File: src/rtl/seq_stream_pkg.sv
// Shared constants, state encoding and successor/membership lookup for the
// 0->2->5->8->11->14->0 sequence family.
package seq_stream_pkg;

  localparam logic [3:0] SEQ_V0 = 4'd0;
  localparam logic [3:0] SEQ_V1 = 4'd2;
  localparam logic [3:0] SEQ_V2 = 4'd5;
  localparam logic [3:0] SEQ_V3 = 4'd8;
  localparam logic [3:0] SEQ_V4 = 4'd11;
  localparam logic [3:0] SEQ_V5 = 4'd14;

  typedef enum logic [1:0] {
    SEARCH = 2'd0,
    TRACK  = 2'd1,
    LOCKED = 2'd2
  } state_t;

  // Returns {is_member, succ}; non-members map to {0, SEQ_V0}.
  function automatic logic [4:0] seq_lookup(input logic [3:0] v);
    case (v)
      SEQ_V0:  return {1'b1, SEQ_V1};
      SEQ_V1:  return {1'b1, SEQ_V2};
      SEQ_V2:  return {1'b1, SEQ_V3};
      SEQ_V3:  return {1'b1, SEQ_V4};
      SEQ_V4:  return {1'b1, SEQ_V5};
      SEQ_V5:  return {1'b1, SEQ_V0};
      default: return {1'b0, SEQ_V0};
    endcase
  endfunction

endpackage

File: src/rtl/seq_stream_checker_lut.sv
// seq_succ_lut: combinational membership test and successor for a 4-bit value.
module seq_succ_lut
  import seq_stream_pkg::*;
(
  input  logic [3:0] i_value,
  output logic       o_is_member,
  output logic [3:0] o_succ
);

  assign {o_is_member, o_succ} = seq_lookup(i_value);

endmodule

File: config.mk
export PLATFORM = sky130hd
export DESIGN_NAME = seq_succ_lut
export DESIGN_NICKNAME = d
export VERILOG_FILES = /design/src/rtl/seq_stream_pkg.sv /design/src/rtl/seq_stream_checker_lut.sv
export SDC_FILE = /design/constraint.sdc
export NUM_CORES = 1
export LEC_CHECK = 0
export BUFFER_PORTS_ARGS = -buffer_cell sky130_fd_sc_hd__buf_2
export CORE_AREA = 2 2 39 41
export DETAILED_ROUTE_END_ITERATION = 16
export DIE_AREA = 0 0 41 43
export REMOVE_ABC_BUFFERS = 1
export SYNTH_ARGS = -nofsm -noshare
export SYNTH_HDL_FRONTEND = slang
export SYNTH_SLANG_ARGS = --single-unit
File: constraint.sdc
create_clock -name vclk -period 1.1
set_clock_uncertainty 0.15 [all_clocks]
set_input_delay 0.055 -clock vclk [all_inputs]
set_output_delay 0.055 -clock vclk [all_outputs]
set_load 0.05 [all_outputs]
## Word level (Yosys, flattened, before mapping)

Cells that the tools add are included.

- ROM bits: 0
- Flip-flop bits (word level): 0
- Memories kept: 0
- Bits in latches: 0
- RAM bits: 0

- Div/mod/pow operators: 0
- Bitwise operators: 0
- Add/sub/neg operators: 0
- Shift operators: 0
- $mul: 0
- Equal/unequal tests: 5
- Muxes and demuxes: 1
- $lt $le $gt $ge: 0
- Reduce and logical (&&, ||, !) cells: 1

Operator list:

| operator | count |
|---|---|
| case mux 5 bit (6 select lines) | 1 |
| equality test 4 bit, second input constant | 3 |
| equality test 4 x 2 -> 1 bit, second input constant | 1 |
| equality test 4 x 3 -> 1 bit, second input constant | 1 |
| logical NOT 4 bit | 1 |

## Logic depth before layout (Yosys ltp)

Gate-level depths: netlist of the first run.

- Depth in word-level cells: 2
- Mapped depth: 4
- Gate-level depth less buffers: 3

## Worst setup path after synthesis of the first run

No wires, ideal clock.

- Path type: input-to-output
- Start point: input port i_value[0]
- End point: output port o_succ[2]
- Setup slack: -0.577 ns
- Arrival: 1.472 ns
- Required time: 0.895 ns
- Stages on the path: 3
- Cells stage by stage: buf_6 -> xor2_1 -> nor3b_1

- Cells in the longest elaborated chain, start to end: 2
- Elaborated cells on any way between the ends: 7

RTL lines:

| element | RTL line | text |
|---|---|---|
| start, declared | seq_stream_checker_lut.sv:5 | `input logic [3:0] i_value,` |
| equality test 4 bit (tied with other cells) | seq_stream_pkg.sv:20 | `case (v)` |
| case mux 5 bit (6 select lines) * | seq_stream_pkg.sv:20 |  |
| end, declared | seq_stream_checker_lut.sv:7 | `output logic [3:0] o_succ` |

Mark *: on every way between the ends. The rest lies on a longest branch, timed or not.

## Final worst setup path of the first run

- Start point: input port i_value[3]
- End point: output port o_succ[3]

The elaborated chain is that of the path after synthesis.

==> reports/qor.csv, run 1 <==
stage,metric,value,unit
layout,fin nets,33,
yosys,area share of the largest cell type after synthesis,23.3,%
worst_setup_path,Max stage delay on crit path,0.24,ns
power_and_ir_drop,Power Density,586,mW/mm2
global_routing,GRT overflow,0,
sta,Slew HR,83.7,%
yosys,largest area contributor in the netlist,buf_6,
min_path,worst hold path endpoint,o_succ[1],
power_and_ir_drop,Max IR drop VDD,0.0616,mV
sta,Max Freq,0.962,GHz
worst_setup_path,crit path kind,input port to output port,
worst_setup_path,CP Data Arrival Time,0.83,ns
sta,RSZ-0062 raised after global routing,no,
placed_design,Place WS,0.0291,ns
route,Routed WL,282,um
sta,Setup-failing EPs final,0,
layout,share of cells above drive strength 1,37.0,%
job,Max Cap Viol,0,
layout,post-route non-filler standard cell count,43,
global_routing,largest net degree at the start of global routing,10,
layout,Seq. cell area,0,um2
sta,Pins Over Slew Limit,0,
sta,final worst-path cycle share,94.5,%
die,io pins,9,
route,DRC,0,
placed_design,RePlAce Congestion,0.418,
route,via-per-instance ratio,3.72,
outcome,status,"finished, final reports clean",
global_routing,vias in the first global route,88,
global_routing,first-pass GRT wire length,317,um
placed_design,I/O Buffers,9,
route,Pre-Repair DR Iteration Count,1,
yosys,Netlist Area Pre-Place,145,um2
min_path,min-delay src,i_value[2],
route,Detailed Route Iter0 Violations,0,
sta,Final min period,1.04,ns
route,Antenna Nets Post-Route,0,
yosys,most frequent cell after synthesis,buf_6,
min_path,hold crit path type,input port to output port,
die,Starting Density,10.5,%
die,Die Wd,41,um
route,DR WL/cell,6.56,um
die,FP Rows,14,
sta,"Hold Vio Cnt, Final",0,
yosys,Synth area leaders,"buf_6 23%, xor2_1 12%, a21oi_1 6.9%",
yosys,YS warnings,0,
sta,setup TNS,0,ns
sta,final setup margin,0.0607,ns
global_routing,antenna violations before repair,0,
route,via count,160,
worst_setup_path,CP Capture Type,output port,
worst_setup_path,critical-path cell list,buf_2 -> and3b_1 -> a21oi_1 -> o21ai_1 -> clkbuf_4,
sta,Tightest Pin Transition,0.247,ns
worst_setup_path,CP Launch Type,input port,
layout,FF+latch count,0,
die,die height,43,um
layout,# diodes,0,
placed_design,post-placement cell area,179,um2
worst_setup_path,"Req. time, crit path",0.89,ns
layout,area delta synth->final,30.2,%
die,Core Area,0.00138,mm2
worst_setup_path,"Slowest-stage cell, CP",clkbuf_4,
layout,design area,189,um2
die,total die area,0.00176,mm2
yosys,post-synthesis sequential area ratio,0,%
yosys,Mean Syn Cell Area,6.91,um2
placed_design,placed insts,43,
yosys,Synth cell types,14,
worst_setup_path,maximum fanout along the worst path,8,
yosys,Synth Instances,21,
global_routing,GR Util All Layers,2.30,%
worst_setup_path,crit path from,i_value[3],
min_path,Hold Crit Depth,3,
clock_tree,Post-CTS Setup Bufs,0,
layout,clock buf count,0,
power_and_ir_drop,leak pwr,0.0797,nW
layout,final core utilization,13.7,%
-- metrics by stage --
step	hold slack (ns)	power [mW]
6_report	0.377	0.111
2_1_floorplan	0.135	0.0699
4_1_cts	0.379	0.107
3_3_place_gp	0.375	0.106
3_5_place_dp	0.375	0.106
5_1_grt	0.401	0.118
-- layout by cell type, fill, tap and decap left out, types with 2 or more instances in the layout --
master / Yosys / layout
nor3_1: 2 / 2
o21ai_1: 2 / 2
buf_2: 1 / 5
clkbuf_4: 0 / 4
xor2_1: 2 / 2
nor2_1: 2 / 2
a21oi_1: 2 / 2
-- critical path, delay by kind of cell --
kind | cells | cell delay (ns)
simple gates | 1 | 0.23
buf+inv | 2 | 0.39
compound gates | 2 | 0.16
-- area by class of cell --
cell class / count / area (um2)
Timing Repair Buffer: 10 / 62.6
Fill cell: 166 / 1190
Multi-Input combinational cell: 17 / 106
Tap cell: 16 / 20.0
-- cells by family (layout without fill, tap and decap cells) --
kind of cell    Yosys count  count (layout)  share of synthesized area (%)
simple gates              9               9                           37.1
buf+inv                   4              10                           26.7
compound gates            5               5                           18.1
xor+xnor                  3               3                           18.1
-- worst max-delay path by stage --
stage / end / cells after the start / slack, ns
3_5_place_dp: o_succ[3] / 5 / 0.03
5_1_grt: o_succ[3] / 5 / 0.003
2_1_floorplan: o_succ[2] / 2 / -0.45
6_report: o_succ[3] / 5 / 0.06
3_3_place_gp: o_succ[3] / 5 / 0.04
4_1_cts: o_succ[3] / 5 / 0.03
-- metal layers --
| layer | vias to the layer above | global-route usage (%) | wire length [um] |
|---|---|---|---|
| li1 | 86 | - | - |
| met1 | 68 | 2.53 | 116 |
| met2 | 6 | 4.69 | 138 |
| met3 | 0 | 0 | 27 |
| met4 | 0 | 0 | 0 |
| met5 | - | 0 | 0 |
-- power breakdown --
part / internal (mW) / leakage (nW) / switching, mW
Clock: 0 / 0 / 0
Combinational: 0.0361 / 0.0797 / 0.0746
Sequential: 0 / 0 / 0
Total: 0.0361 / 0.0797 / 0.0746
-- timing repair --
action	in CTS	in global routing
hold endpoints to repair	0	0
endpoints found under the setup margin	0	4
hold buffers	0	0
gates resized for setup	0	4
Power figures use the tool's default switching activity.
==> inputs of run 2 (changes only) <==
--- a/config.mk
+++ b/config.mk
@@ -9,7 +9,6 @@
 export CORE_AREA = 2 2 39 41
 export DETAILED_ROUTE_END_ITERATION = 16
 export DIE_AREA = 0 0 41 43
-export REMOVE_ABC_BUFFERS = 1
 export SYNTH_ARGS = -nofsm -noshare
 export SYNTH_HDL_FRONTEND = slang
 export SYNTH_SLANG_ARGS = --single-unit
==> constraint.sdc (replaced) <==
create_clock -name vclk -period 1.2
set_clock_uncertainty 0.15 [all_clocks]
set_input_delay 0.06 -clock vclk [all_inputs]
set_output_delay 0.06 -clock vclk [all_outputs]
set_load 0.05 [all_outputs]
==> reports/qor.csv, run 2 (same netlist as run 1, synthesis figures left out) <==
stage,metric,value,unit,change
worst_setup_path,"Slowest-stage cell, CP",buf_2,,
power_and_ir_drop,Psw,0.0735,mW,-1.5%
outcome,status,"finished, final reports clean",,
worst_setup_path,maximum fanout along the worst path,8,,unchanged
job,Max Cap Viol,0,,unchanged
power_and_ir_drop,Switching Share,71.3,%,+4.0 points
worst_setup_path,CP bufs+invs,2,,unchanged
yosys,net count after synthesis,25,,
route,Routed WL,313,um,+11%
power_and_ir_drop,Combinational Power Share,100.0,%,about the same
sta,Max Freq,0.923,GHz,
route,DRC,0,,unchanged
layout,fill count,170,,+2.4%
route,DR WL/cell,7.45,um,+14%
sta,RSZ-0062 raised after global routing,no,,
die,io pins,9,,unchanged
route,via-per-instance ratio,3.52,,-5.3%
worst_setup_path,CP Capture Type,output port,,
layout,multi-input logic area,128,um2,+20%
global_routing,first-pass GRT wire length,496,um,+56%
sta,Min Hold Slack,0.382,ns,+0.00487 ns
placed_design,post-placement cell area,193,um2,+7.7%
worst_setup_path,CP Launch Type,input port,,
layout,most frequent cells in the layout,"9 x buf_2, 2 x nor2_1, 2 x o21ai_2, 2 x xor2_1",,
layout,final core utilization,13.9,%,+0.27 points
route,Detailed Route Iter0 Violations,0,,unchanged
route,Pre-Repair DR Iteration Count,1,,unchanged
die,total die area,0.00176,mm2,unchanged
layout,clock buf count,0,,unchanged
layout,Seq. cell area,0,um2,unchanged
min_path,hold crit path type,input port to output port,,
sta,Final min period,1.08,ns,
worst_setup_path,kind of cell adding the most delay to the critical path,buffers and inverters,,
placed_design,placed insts,42,,-2.3%
worst_setup_path,CP Data Arrival Time,0.87,ns,+0.04 ns
sta,final worst-path cycle share,90.3,%,
power_and_ir_drop,P_int,0.0295,mW,-18%
sta,Pins Over Slew Limit,0,,unchanged
power_and_ir_drop,Power Density,534,mW/mm2,-8.8%
clock_tree,Post-CTS Setup Bufs,0,,unchanged
layout,fin nets,32,,-3.0%
worst_setup_path,"most used cell, CP",buf_2,,
die,die height,43,um,unchanged
global_routing,GR Util All Layers,3.70,%,+1.4 points
die,Core Area,0.00138,mm2,unchanged
power_and_ir_drop,Clk pwr share,0,%,unchanged
worst_setup_path,critical-path cell list,buf_2 -> and3b_1 -> a21oi_1 -> o21ai_2 -> buf_2,,
global_routing,GRT overflow,0,,unchanged
sta,Slew HR,83.2,%,-0.43 points
placed_design,DPL Wire Length,267,um,
clock_tree,CTS Hold Buffers Added,0,,unchanged
global_routing,vias in the first global route,113,,+28%
route,Antenna Nets Post-Route,0,,unchanged
power_and_ir_drop,leak pwr,0.0815,nW,+2.3%
clock_tree,Post-CTS Resized,0,,unchanged
global_routing,largest net degree at the start of global routing,10,,unchanged
layout,design area,193,um2,+2.0%
layout,"commonest non-fill, non-tap cell in the layout",buf_2,,
sta,"Hold Vio Cnt, Final",0,,unchanged
route,via count,148,,-7.5%
layout,# diodes,0,,unchanged
layout,FF+latch count,0,,unchanged
worst_setup_path,crit path kind,input port to output port,,
power_and_ir_drop,Reg power frac,0,%,unchanged
sta,Tightest Pin Transition,0.253,ns,+0.00651 ns
worst_setup_path,"Req. time, crit path",0.99,ns,+0.10 ns
die,FP Rows,14,,unchanged
layout,share of cells above drive strength 1,53.8,%,+17 points
die,Die Wd,41,um,unchanged
power_and_ir_drop,Max IR drop VDD,0.0688,mV,+12%
power_and_ir_drop,total power,0.103,mW,-7.0%
die,Starting Density,10.5,%,unchanged
worst_setup_path,Max stage delay on crit path,0.27,ns,+0.03 ns
layout,area delta synth->final,32.8,%,
sta,Setup-failing EPs final,0,,unchanged
global_routing,antenna violations before repair,0,,unchanged
placed_design,RePlAce Congestion,0.586,,+40%
placed_design,I/O Buffers,9,,unchanged
layout,post-route non-filler standard cell count,42,,-2.3%
## run 2: worst paths after layout
check                   end  cells past startpoint  slack, ns       start
hold / removal    o_succ[1]                      3       0.38  i_value[2]
setup / recovery  o_succ[3]                      5       0.12  i_value[3]
## run 2: area by class of cell
| type | instances | share of cell area [%] |
|---|---|---|
| Tap cell | 16 | 10.4 |
| Timing Repair Buffer | 9 | 23.4 |
| Multi-Input combinational cell | 17 | 66.2 |
## run 2: per-layer routing
metal / track usage (%) / vias to the layer above / part of all wire (%)
li1: - / 84 / -
met1: 6.01 / 59 / 44
met2: 5.00 / 5 / 45
met3: 1.05 / 0 / 9.9
met4: 0 / 0 / 0
met5: 0 / - / 0
## run 2: power by group through the flow
stage	combinational, mW	clock [mW]	sequential (mW)
after floorplan	0.0946	0	0
after global routing	0.111	0	0
after global placement	0.103	0	0
after detailed placement	0.104	0	0
final	0.103	0	0
after CTS	0.104	0	0
## run 2: metrics by stage
step                TNS (ns)  setup slack (ns)
finish                     0             0.117
global route               0            0.0378
CTS                        0             0.109
detailed placement         0             0.109
global placement           0             0.110
floorplan           -0.00662          -0.00662
